==> config.mk <==
export PLATFORM = sky130hd
export DESIGN_NAME = cflog_writer
export DESIGN_NICKNAME = d
export VERILOG_FILES = /design/src/rtl/cflog_writer_pkg.sv /design/src/rtl/cflog_fifo.sv /design/src/rtl/cflog_writer.sv
export SDC_FILE = /design/constraint.sdc
export NUM_CORES = 1
export LEC_CHECK = 0
export CAP_MARGIN = 25
export CORE_MARGIN = 2
export CORE_UTILIZATION = 50
export DETAILED_ROUTE_END_ITERATION = 12
export GPL_TIMING_DRIVEN = 1
export PLACE_DENSITY = 0.83
export RECOVER_POWER = 100
export SLEW_MARGIN = 20
export SYNTH_ARGS = -nofsm -noshare
export SYNTH_HDL_FRONTEND = slang
export SYNTH_HIERARCHICAL = 1
export SYNTH_SLANG_ARGS = --single-unit
export TNS_END_PERCENT = 5
==> constraint.sdc <==
create_clock -name clk -period 6.4 [get_ports clk]
set_input_delay 0.64 -clock clk [delete_from_list [all_inputs] [get_ports clk]]
set_output_delay 0.64 -clock clk [all_outputs]
set_load 0.02 [all_outputs]
==> src/rtl/cflog_writer_pkg.sv <==
// Shared definitions for the control-flow log writer: log placement,
// event word widths and drain FSM state encodings.
package cflog_writer_pkg;

  localparam logic [15:0] LOG_BASE_DEF = 16'h0230;
  localparam int          WORD_W       = 16;
  localparam int          EVT_W        = 2 * WORD_W;

  typedef enum logic [1:0] {
    ST_IDLE   = 2'd0,
    ST_WR_SRC = 2'd1,
    ST_WR_DST = 2'd2,
    ST_FULL   = 2'd3
  } drain_state_e;

  function automatic logic [EVT_W-1:0] pack_evt(input logic [WORD_W-1:0] src,
                                                input logic [WORD_W-1:0] dst);
    return {src, dst};
  endfunction

endpackage

==> src/rtl/cflog_fifo.sv <==
// Synchronous FIFO of packed {src,dst} events. A push into a full FIFO is
// accepted only when a pop frees a slot in the same cycle.
module cflog_fifo
  import cflog_writer_pkg::*;
#(
  parameter  int DEPTH = 4,
  localparam int AW    = $clog2(DEPTH),
  localparam int CW    = AW + 1
) (
  input  logic             clk,
  input  logic             reset,
  input  logic             flush,
  input  logic             push,
  input  logic             pop,
  input  logic [EVT_W-1:0] din,
  output logic [EVT_W-1:0] dout,
  output logic             full,
  output logic             empty,
  output logic [CW-1:0]    count
);

  logic [EVT_W-1:0] mem_q [DEPTH];
  logic [EVT_W-1:0] mem_d [DEPTH];
  logic [AW-1:0]    rd_ptr_q, rd_ptr_d;
  logic [AW-1:0]    wr_ptr_q, wr_ptr_d;
  logic [CW-1:0]    cnt_q, cnt_d;
  logic             do_push, do_pop;

  assign full  = (cnt_q == CW'(DEPTH));
  assign empty = (cnt_q == '0);
  assign count = cnt_q;
  assign dout  = mem_q[rd_ptr_q];

  always_comb begin
    mem_d    = mem_q;
    rd_ptr_d = rd_ptr_q;
    wr_ptr_d = wr_ptr_q;
    cnt_d    = cnt_q;
    do_pop   = pop && !empty;
    do_push  = push && (!full || do_pop);
    if (flush) begin
      rd_ptr_d = '0;
      wr_ptr_d = '0;
      cnt_d    = '0;
    end else begin
      if (do_push) begin
        mem_d[wr_ptr_q] = din;
        wr_ptr_d        = wr_ptr_q + AW'(1);
      end
      if (do_pop) begin
        rd_ptr_d = rd_ptr_q + AW'(1);
      end
      cnt_d = cnt_q + CW'(do_push) - CW'(do_pop);
    end
  end

  always_ff @(posedge clk) begin
    mem_q <= mem_d;
    if (reset) begin
      rd_ptr_q <= '0;
      wr_ptr_q <= '0;
      cnt_q    <= '0;
    end else begin
      rd_ptr_q <= rd_ptr_d;
      wr_ptr_q <= wr_ptr_d;
      cnt_q    <= cnt_d;
    end
  end

endmodule

==> src/rtl/cflog_writer.sv <==
// Control-flow log producer: captures (src,dst) PC pairs on control transfers
// and writes them as two words into the LOG region through a private port.
module cflog_writer
  import cflog_writer_pkg::*;
#(
  parameter logic [15:0] LOG_BASE   = LOG_BASE_DEF,
  parameter logic [15:0] LOG_SIZE   = 16'h0100,
  parameter int          FIFO_DEPTH = 4
) (
  input  logic        clk,
  input  logic        reset,
  input  logic [15:0] pc,
  input  logic        instr_valid,
  input  logic        cf_instr,
  input  logic        attest_req,
  input  logic        log_clear,
  output logic        log_wr_en,
  output logic [15:0] log_wr_addr,
  output logic [15:0] log_wr_data,
  input  logic        log_wr_ready,
  output logic [15:0] log_ptr,
  output logic        log_full,
  output logic        log_overflow,
  output logic        attest_ack
);

  // state     | meaning
  // ST_IDLE   | waiting for a buffered event with room in the log
  // ST_WR_SRC | presenting source word until accepted
  // ST_WR_DST | presenting destination word; pop event on accept
  // ST_FULL   | no room left; discard all events until log_clear

  localparam int CW = $clog2(FIFO_DEPTH) + 1;

  drain_state_e     state_q, state_d;
  logic [15:0]      log_ptr_q, log_ptr_d;
  logic [15:0]      prev_pc_q, prev_pc_d;
  logic             cf_pending_q, cf_pending_d;
  logic             overflow_q, overflow_d;
  logic             ack_q, ack_d;
  logic             push, pop, flush;
  logic             fifo_full, fifo_empty, has_room;
  logic [EVT_W-1:0] fifo_dout;
  logic [CW-1:0]    fifo_count;

  // 17-bit compare so a pointer near the top of the space cannot wrap.
  assign has_room = ({1'b0, log_ptr_q} + 17'd4) <= {1'b0, LOG_SIZE};

  cflog_fifo #(.DEPTH(FIFO_DEPTH)) u_fifo (
    .clk   (clk),
    .reset (reset),
    .flush (flush),
    .push  (push),
    .pop   (pop),
    .din   (pack_evt(prev_pc_q, pc)),
    .dout  (fifo_dout),
    .full  (fifo_full),
    .empty (fifo_empty),
    .count (fifo_count)
  );

  always_comb begin
    state_d      = state_q;
    log_ptr_d    = log_ptr_q;
    prev_pc_d    = prev_pc_q;
    cf_pending_d = cf_pending_q;
    overflow_d   = overflow_q;
    ack_d        = ack_q;
    push         = 1'b0;
    pop          = 1'b0;
    flush        = 1'b0;

    if (attest_req) begin
      cf_pending_d = 1'b0;
    end else if (instr_valid) begin
      push         = cf_pending_q;
      cf_pending_d = cf_instr;
      prev_pc_d    = pc;
    end

    case (state_q)
      ST_IDLE: begin
        if (!fifo_empty) state_d = has_room ? ST_WR_SRC : ST_FULL;
      end
      ST_WR_SRC: begin
        if (log_wr_ready) begin
          log_ptr_d = log_ptr_q + 16'd2;
          state_d   = ST_WR_DST;
        end
      end
      ST_WR_DST: begin
        if (log_wr_ready) begin
          log_ptr_d = log_ptr_q + 16'd2;
          pop       = 1'b1;
          state_d   = ST_IDLE;
        end
      end
      ST_FULL: begin
        flush = 1'b1;
        if (push || fifo_count != '0) overflow_d = 1'b1;
      end
      default: state_d = ST_IDLE;
    endcase

    if (push && fifo_full && !pop) overflow_d = 1'b1;

    if (!attest_req) begin
      ack_d = 1'b0;
    end else if ((state_q == ST_IDLE || state_q == ST_FULL) && fifo_empty) begin
      ack_d = 1'b1;
    end

    if (log_clear && ack_q) begin
      log_ptr_d  = 16'd0;
      overflow_d = 1'b0;
      state_d    = ST_IDLE;
      flush      = 1'b1;
    end
  end

  always_ff @(posedge clk) begin
    if (reset) begin
      state_q      <= ST_IDLE;
      log_ptr_q    <= 16'd0;
      prev_pc_q    <= 16'd0;
      cf_pending_q <= 1'b0;
      overflow_q   <= 1'b0;
      ack_q        <= 1'b0;
    end else begin
      state_q      <= state_d;
      log_ptr_q    <= log_ptr_d;
      prev_pc_q    <= prev_pc_d;
      cf_pending_q <= cf_pending_d;
      overflow_q   <= overflow_d;
      ack_q        <= ack_d;
    end
  end

  assign log_wr_en    = (state_q == ST_WR_SRC) || (state_q == ST_WR_DST);
  assign log_wr_addr  = LOG_BASE + log_ptr_q;
  assign log_wr_data  = (state_q == ST_WR_DST) ? fifo_dout[WORD_W-1:0]
                                               : fifo_dout[EVT_W-1:WORD_W];
  assign log_ptr      = log_ptr_q;
  assign log_full     = (state_q == ST_FULL) || !has_room;
  assign log_overflow = overflow_q;
  assign attest_ack   = ack_q;

endmodule

== After elaboration in Yosys (flattened, before gate mapping) ==
Cells that the tools add are included.

* Flip-flop bits (word level): 172
* Latch bits: 0
* RAM bits: 0
* ROM bits: 0
* Input bits: 23
* Output and inout bits: 52
* Word-level logic and storage cells: 88
* Memories: 0

* Add/subtract/negate cells: 7
* Multiply operators: 0
* Div/mod/pow operators: 0
* $lt $le $gt $ge: 4
* Equal/unequal tests: 7
* Shift-type cells: 0
* Multiplexer cells: 21
* Bitwise logic cells: 4
* Reduce and logical (&&, ||, !) cells: 32

{| class="wikitable"
|+ Operators by type and width
! cell !! number
|-
| $bwmux W128 || 1
|-
| $mux W32 || 3
|-
| $bmux W32 S2 || 1
|-
| $demux W32 S2 || 1
|-
| $add A16 B3 Y17 const B || 1
|-
| $le A17 B9 Y1 const B || 1
|-
| $add A10 B16 Y16 const A || 1
|-
| $add A16 B2 Y16 const B || 1
|-
| $mux W16 || 1
|-
| $reduce_or A2 Y1 || 5
|-
| $mux W1 || 9
|-
| $mux W2 || 4
|-
| $reduce_and A2 Y1 || 4
|-
| $logic_and A1 B1 Y1 || 7
|-
| $ge A3 B3 Y1 const B || 2
|-
| $ne A2 B2 Y1 const B || 3
|-
| $not A2 Y3 || 2
|-
| $pmux W2 S3 || 1
|-
| $reduce_bool A3 Y1 || 2
|-
| $logic_or A1 B1 Y1 || 5
|-
| $add A2 B1 Y2 const B || 2
|-
| $eq A2 B2 Y1 const B || 2
|-
| $logic_not A1 Y1 || 4
|-
| $reduce_and A4 Y1 || 1
|-
| 9 further kinds || 11
|}

== Longest topological paths before layout ==
Gate-level depths: netlist of the first run.

* Depth after elaboration: 7
* Mapped depth: 13
* Mapped depth without buffers: 12

== Hierarchy ==
The synthesis of the first run kept the hierarchy.

{| class="wikitable"
|+ Modules (own cells, without submodules)
! module !! times used !! cells an instance !! area an instance (um2) !! sequential area each (um2)
|-
| cflog_fifo || 1 || 214 || 5068.6 || 3983.8
|-
| cflog_writer || 1 || 279 || 2248.4 || 720.7
|}

== Worst setup path after synthesis of the first run ==
No wires, ideal clock.

* Kind: input-to-reg
* From: input instr_valid
* To: register u_fifo/mem_q[0] in the netlist's numbering, enable pin
* Library setup time: 468 ps
* Data arrival time: 3744 ps
* Data required time: 5932 ps
* Path slack: 2188 ps
* Stages: 5
* Buffers on the path: 1
* Cell sequence: nor2b_1 > clkbuf_1 > and2_1 > o41ai_4 > nor3b_1

* Word-level cells in the longest chain between the ends: 4

{| class="wikitable"
|+ Ends and longest elaborated chain
! element !! RTL line !! source
|-
| start: declaration || cflog_writer.sv:13 || <nowiki>input logic instr_valid,</nowiki>
|-
| $mux W1 || cflog_writer.sv:75 || <nowiki>end else if (instr_valid) begin</nowiki>
|-
| $mux W1 || cflog_writer.sv:73 || <nowiki>if (attest_req) begin</nowiki>
|-
| named net push || cflog_writer.sv:41 || <nowiki>logic push, pop, flush;</nowiki>
|-
| $logic_and A1 B1 Y1 || cflog_fifo.sv:40 || <nowiki>do_push = push && (!full || do_pop);</nowiki>
|-
| $reduce_and A2 Y1 (no line) || n/a ||
|-
| end signal: assignment || cflog_fifo.sv:58 || <nowiki>mem_q <= mem_d;</nowiki>
|-
| end: declaration || cflog_fifo.sv:22 || <nowiki>logic [EVT_W-1:0] mem_q [DEPTH];</nowiki>
|}

The timed path passes the listed nets, and every way through them passes these cells.
A chain may end at the register's enable or synchronous reset.

== Worst setup path in the final report of the first run ==
* From: input instr_valid
* To: register u_fifo.cnt_q[2] (netlist: u_fifo/count[2])

* Word-level cells in the longest chain between the ends: 5

{| class="wikitable"
|+ Ends and longest elaborated chain
! element !! RTL line !! source
|-
| $mux W1 || cflog_writer.sv:75 ||
|-
| $mux W1 || cflog_writer.sv:73 ||
|-
| named net push || cflog_writer.sv:41 ||
|-
| $logic_and A1 B1 Y1 || cflog_fifo.sv:40 ||
|-
| $add A3 B1 Y3 || cflog_fifo.sv:53 || <nowiki>cnt_d = cnt_q + CW'(do_push) - CW'(do_pop);</nowiki>
|-
| $sub A3 B1 Y3 || cflog_fifo.sv:53 ||
|-
| end signal: assignment || cflog_fifo.sv:66 || <nowiki>cnt_q <= cnt_d;</nowiki>
|-
| end: declaration || cflog_fifo.sv:26 || <nowiki>logic [CW-1:0] cnt_q, cnt_d;</nowiki>
|}

The timed path passes the listed nets, and every way through them passes these cells.

==> impl_metrics.py, run 1 <==
metrics = {
    "floorplan": {
        "rows": 44,
        "placeableCoreArea_sq_mm": 0.0144,
        "die_area_sq_mm": 0.0156,
        "floorplan.initialDensity_pct": 50.7,
        "floorplan.die.height_um": 125,
        "dieWidth_um": 125,
        "ios": 75,
    },
    "sta": {
        "max-slew-margin-rel_pct": -13.8,
        "fin_tns_setup_ns": 0,
        "rsz0062_at_grt": "no",
        "achievable-frequency_ghz": 0.235,
        "setup_violations": 0,
        "hold_slack_ns": 0.496,
        "timing.clock.skew_ns": 0.00864,
        "timing.final.crit_period_ns": 4.26,
        "worst_slew_pin_slew_ns": 1.69,
        "final.period_utilization_pct": 66.5,
        "fin_hold_viols": 0,
        "drv_slew": 26,
    },
    "yosys": {
        "syn_avg_cell_area_sq_um": 14.8,
        "dominant_register_cell_in_the_synthesized_netlist": "edfxtp_1",
        "synth.top_cell.area_share_pct": 52.5,
        "yosys.cell_types.count": 48,
        "synth_edf_count": 128,
        "synth-async-reset-ratio_pct": 0,
        "synth_seq_area_share_pct": 64.3,
        "post_synth_instance_area_sq_mm": 0.00732,
        "synth_warnings": 6,
        "synthTopCellsByArea": "edfxtp_1 (53%), dfxtp_1 (12%), mux4_2 (9.8%), ha_1 (2.7%), nand2_1 (2.5%)",
        "yosys.area.top_type": "edfxtp_1",
        "count_of_mapped_cells_out_of_synthesis": 493,
        "flip_flop_and_latch_count_after_synthesis": 171,
    },
    "placement": {
        "gp_congestion": 0.818,
        "place.detailed.hpwl_um": 8230,
        "placement.cell_area_sq_mm": 0.00812,
        "port-buffer-count": 72,
    },
    "cts": {
        "post_cts_resized": 0,
        "cts_tree": "done",
        "cts-htree-levels": 4,
        "tritoncts_num_sinks": 171,
        "cts_buf_count": 17,
        "worstSkewPairLatency_ns": 0.42,
        "hold_buffers": 0,
        "max-clock-path-buffers": 2,
        "post_cts_buffers": 0,
        "root_buffer": "clkbuf_16",
        "clock_pin_slew_reported_for_the_worst_setup_and_hold_paths_after_clock_tree_synthesis_ns": 0.07,
    },
    "critical_path": {
        "timing.critical_path.arrival_ns": 4.56,
        "end_kind": "flip-flop",
        "crit_path_cell_trace": "dlygate4sd3_1, nor2b_1, and2_0, o41ai_1, ha_1, inv_1, ha_1, inv_1, fa_1, xnor2_1, xnor2_1, and2_0",
        "worst_r2r_path_cells": 12,
        "setup.worst_path.start_class": "input port",
        "critPathRequiredTime_ns": 6.71,
        "crit_buf_inv": 3,
        "critPathSlowestCell": "nor2b_1",
        "peak_per_stage_delay_on_the_critical_path_ns": 1.28,
        "worst-path-stages": 12,
        "critical_path.top_delay_family": "simple AND/OR/NAND/NOR gates",
        "critical_path.max_fanout": 17,
        "type_of_the_setup_path_with_the_least_slack": "input port to flip-flop",
    },
    "min_path": {
        "timing.hold.worst_path_depth": 0,
        "min_delay_path_class": "flip-flop to flip-flop",
    },
    "drt": {
        "detailedRoute.firstIterationViolations": 406,
        "routed_via_density": 5.58,
        "detail_route.first_pass.iterations": 5,
        "detailed_route_via_count": 4200,
        "drc": 0,
        "detailed_route_wl_um": 13900,
        "wl_per_cell_um": 18.5,
        "final_antenna_net_count": 0,
    },
    "global_route": {
        "grt_start_max_net_pins": 35,
        "grt_remaining_overflow": 0,
        "grt_pass1_wl_um": 22600,
        "first_global_vias": 4384,
        "antenna_found_initial": 0,
        "groute.usage.overall_pct": 18.8,
    },
    "final_layout": {
        "post_route_cells_drive_above_1_share_pct": 17.2,
        "n_antenna_cell": 0,
        "num-nets-final": 596,
        "flow.area_growth_from_synthesis_pct": 19.5,
        "mostFrequentLayoutCells": "edfxtp_1 (128), dlygate4sd3_1 (67), nand2_1 (49)",
        "layout.cells.most_common": "edfxtp_1",
        "postLayoutCoreUtil_pct": 60.6,
        "final_cell_area_sq_mm": 0.00874,
        "fillers": 1034,
    },
    "job": {
        "drv_cap": 2,
    },
    "run_status": {
        "outcome": "finished, violations left",
        "violations_in_the_final_reports": "capacitance limit, slew limit",
    },
    "power_and_ir_drop": {
        "power_per_standard_cell_area_mw_per_mm2": 289,
        "irDropWorstVdd_uv": 243,
        "totalPowerFinal_mw": 2.52,
        "cellLeakagePower_nw": 3.02,
    },
}
==> synth_stat cells (7+ instances only) <==
library cell	number
xnor2_1	18
mux2_2	16
inv_1	12
dfxtp_1	43
edfxtp_1	128
mux4_2	32
xor2_1	10
nand2_1	49
buf_2	10
clkbuf_1	12
ha_1	16
buf_4	11
nor2_1	23
a21oi_1	23
nand3_1	7
nor3_1	11
==> through the flow <==
| step | std cells | setup slack [ns] |
|---|---|---|
| 5_1_grt | 753 | 1.92 |
| 4_1_cts | 751 | 2.86 |
| 3_3_place_gp | 719 | 2.59 |
| 6_report | 753 | 2.14 |
| 3_5_place_dp | 719 | 2.45 |
| 2_1_floorplan | 494 | 2.19 |
==> report_power, final <==
part | leakage, nW | switching, mW | internal, mW | total (mW)
clock network | 0.304 | 0.444 | 0.614 | 1.06
logic | 1.19 | 0.138 | 0.103 | 0.241
registers | 1.52 | 0.0205 | 1.20 | 1.22
==> final timing paths <==
kind                           end         start  slack (ns)
hold / removal    u_fifo/mem_q[52]  prev_pc_q[4]        0.50
hold reg to reg   u_fifo/mem_q[52]  prev_pc_q[4]        0.50
setup / recovery   u_fifo/count[2]   instr_valid        2.14
setup reg to reg   u_fifo/count[2]    state_q[0]        2.26
==> cells by family after synthesis <==
| logic type | Yosys count | synth area share [%] |
|---|---|---|
| AOI/OAI and AO/OA | 48 | 4.27 |
| xor gates and xnor gates | 28 | 3.35 |
| adders and majority gates | 17 | 3.01 |
| buffers and inverters | 50 | 3.62 |
| DFF | 171 | 64.3 |
| muxes | 53 | 13.1 |
| other | 1 | 0.0513 |
| and+or+nand+nor | 125 | 8.33 |
==> cell type report <==
cell class                 count  area, sq um  share of cell area (%)
clock buffer                  19          453                    5.18
multi-input combinational    273         2350                    26.9
tap                          184          230                    2.63
timing repair buffer          80          781                    8.93
clock inverter                13          173                    1.97
sequential                   171         4710                    53.8
inverter                      13         48.8                   0.558
==> per-layer routing <==
| metal | part of all wire (%) | GRT usage (%) |
|---|---|---|
| met1 | 42 | 23.9 |
| met5 | 0 | 0 |
| met4 | 1.4 | 7.12 |
| met3 | 6.3 | 4.41 |
| met2 | 51 | 31.6 |
==> worst reg2reg max path, stage by stage (launching register included) <==
cell and delay (ns):
dfxtp_1 0.38, inv_1 0.10, ha_1 0.42, and2_0 0.29, o41ai_1 1.34, ha_1 0.43
inv_1 0.06, ha_1 0.13, inv_1 0.04, fa_1 0.39, xnor2_1 0.16, xnor2_1 0.13
and2_0 0.16
==> flip-flops by register name, indices dropped and copies added, names as in the netlist <==
signal           cells
u_fifo/count         3
state_q              2
log_ptr             15
log_overflow         1
u_fifo/rd_ptr_q      2
u_fifo/mem_q       128
prev_pc_q           16
cf_pending_q         1
u_fifo/wr_ptr_q      2
attest_ack           1
No activity file was read; power rests on OpenSTA's default activity.
==> run 2, diff against run 1 <==
--- a/config.mk
+++ b/config.mk
@@ -10,7 +10,7 @@
 export CORE_UTILIZATION = 50
 export DETAILED_ROUTE_END_ITERATION = 12
 export GPL_TIMING_DRIVEN = 1
-export PLACE_DENSITY = 0.83
+export PLACE_DENSITY = 0.85
 export RECOVER_POWER = 100
 export SLEW_MARGIN = 20
 export SYNTH_ARGS = -nofsm -noshare
==> constraint.sdc (replaced) <==
create_clock -name clk -period 3.6 [get_ports clk]
set_input_delay 0.36 -clock clk [delete_from_list [all_inputs] [get_ports clk]]
set_output_delay 0.36 -clock clk [all_outputs]
set_load 0.02 [all_outputs]
==> run 2 against run 1 <==
Against the previous run:
- the flow now finishes without violations
- sequential power grew 79%
- first-iteration DRC count rose by 5.2%
- total power rose by 70%
- clock power increased by 60%
- routed wire length grew 0.66%
- critical endpoint is now log_wr_data[4]
==> impl_metrics.py, run 2 (synthesis gave the netlist of run 1 again) <==
metrics = {
    "sta": {
        "drv_slew": 0,
        "worst_slew_pin_slew_ns": 1.00,
        "timing.clock.skew_ns": 0.00993,
        "rsz0062_at_grt": "no",
        "fin_hold_viols": 0,
        "postLayoutSetupSlackWorst_ns": 0.336,
        "fin_tns_setup_ns": 0,
        "achievable-frequency_ghz": 0.306,
        "max-slew-margin-rel_pct": 33.0,
        "timing.final.crit_period_ns": 3.26,
        "setup_violations": 0,
        "final.period_utilization_pct": 90.7,
        "hold_slack_ns": 0.495,
    },
    "global_route": {
        "antenna_found_initial": 2,
        "grt_start_max_net_pins": 34,
        "first_global_vias": 4382,
        "grt_remaining_overflow": 0,
        "groute.usage.overall_pct": 18.9,
        "grt_pass1_wl_um": 22700,
    },
    "drt": {
        "wl_met2_um": 7350,
        "detailroute.wirelength.met3_um": 804,
        "met1Wirelength_um": 5730,
        "detail_route.first_pass.iterations": 5,
        "highest-signal-layer": "met4",
        "wl_per_cell_um": 18.5,
        "routed_via_density": 5.53,
        "detailed_route_via_count": 4183,
        "final_antenna_net_count": 0,
        "detailedRoute.firstIterationViolations": 427,
        "detailed_route_wl_um": 14000,
        "drc": 0,
    },
    "cts": {
        "max-clock-path-buffers": 2,
        "worstSkewPairLatency_ns": 0.42,
        "root_buffer": "clkbuf_16",
        "cts_tree": "done",
        "tritoncts_num_sinks": 171,
        "cts-htree-levels": 4,
        "post_cts_buffers": 0,
        "cts_buf_count": 17,
        "clock_pin_slew_reported_for_the_worst_setup_and_hold_paths_after_clock_tree_synthesis_ns": 0.07,
        "hold_buffers": 0,
        "post_cts_resized": 0,
    },
    "run_status": {
        "outcome": "finished clean",
    },
    "floorplan": {
        "rows": 44,
        "die_area_sq_mm": 0.0156,
        "floorplan.die.height_um": 125,
        "placeableCoreArea_sq_mm": 0.0144,
        "dieWidth_um": 125,
        "ios": 75,
        "floorplan.initialDensity_pct": 50.7,
    },
    "critical_path": {
        "setup.worst_path.start_class": "flip-flop",
        "critical_path.max_fanout": 19,
        "timing.critical_path.arrival_ns": 2.90,
        "end_kind": "primary output",
        "type_of_the_setup_path_with_the_least_slack": "flip-flop to primary output",
        "critPathRequiredTime_ns": 3.24,
    },
    "final_layout": {
        "fillers": 1027,
        "largest_reg_flops": 128,
        "flow.area_growth_from_synthesis_pct": 18.4,
        "mostFrequentLayoutCells": "edfxtp_1 (128), dlygate4sd3_1 (66), nand2_1 (49)",
        "postLayoutCoreUtil_pct": 60.1,
        "layout.cells.most_common": "edfxtp_1",
        "regMostFlops": "u_fifo/mem_q",
        "num-nets-final": 598,
        "final_cell_area_sq_mm": 0.00866,
        "post_route_cells_drive_above_1_share_pct": 16.5,
    },
    "job": {
        "drv_cap": 0,
    },
    "placement": {
        "placement.cell_area_sq_mm": 0.00815,
        "place.detailed.hpwl_um": 8580,
        "dpl_worst_slack_ns": 0.421,
        "gp_congestion": 0.861,
        "port-buffer-count": 72,
    },
    "power_and_ir_drop": {
        "cellLeakagePower_nw": 2.99,
        "irDropWorstVdd_uv": 482,
        "power_per_standard_cell_area_mw_per_mm2": 496,
    },
    "min_path": {
        "min_delay_path_class": "flip-flop to flip-flop",
    },
}
run 2: cell types whose count changed in the layout (fill, tap and decap cells not counted), moves of 2 or more:
cell,change
buf_4,-2
clkbuf_2,+6
clkbuf_8,-2
clkinv_1,+2
clkinv_2,+5
clkinv_8,-2
diode_2,+2
inv_6,-3
nor3b_1,+4
nor3b_2,-4
run 2: through the flow:
stage / cells / power, mW
2_1_floorplan: 494 / 2.48
3_3_place_gp: 723 / 2.65
3_5_place_dp: 723 / 2.67
4_1_cts: 755 / 4.35
5_1_grt: 756 / 4.44
6_report: 757 / 4.30
run 2: power by group:
| part | switching (mW) | total [mW] | leakage, nW | internal (mW) |
|---|---|---|---|---|
| sequential | 0.0356 | 2.18 | 1.52 | 2.14 |
| clock | 0.742 | 1.70 | 0.276 | 0.954 |
| combinational | 0.241 | 0.422 | 1.19 | 0.181 |
| total | 1.02 | 4.30 | 2.99 | 3.28 |
run 2: routing by layer:
| layer | GRT usage (%) | vias up |
|---|---|---|
| li1 | - | 1957 |
| met3 | 5.05 | 12 |
| met4 | 5.62 | 0 |
| met5 | 0 | - |
| met1 | 24.0 | 2081 |
| met2 | 32.0 | 133 |
run 2: path summary, 6_finish.rpt:
path                      startpoint              end  slack [ns]  cells past startpoint
setup / recovery  u_fifo/rd_ptr_q[0]   log_wr_data[4]        0.34                      4
hold / removal          prev_pc_q[9]     prev_pc_q[9]        0.50                      2
setup reg to reg          state_q[0]  u_fifo/count[2]        0.66                     12
hold reg to reg         prev_pc_q[9]     prev_pc_q[9]        0.50                      2
run 2: final cells by class:
cell class,instances,area (sq um),share of cell area (%)
antenna,2,5.00,0.0578
multi-input combinational,273,2350,27.1
inverter,13,48.8,0.563
clock inverter,14,118,1.36
clock buffer,18,429,4.95
tap,184,230,2.66
timing repair buffer,82,781,9.01
sequential,171,4710,54.3
run 2: worst max-delay path, stage by stage (launching register included):
cell,delay (ns)
dfxtp_2,0.34
clkbuf_2,0.58
mux4_2,0.61
mux2_2,0.29
dlygate4sd3_1,0.65
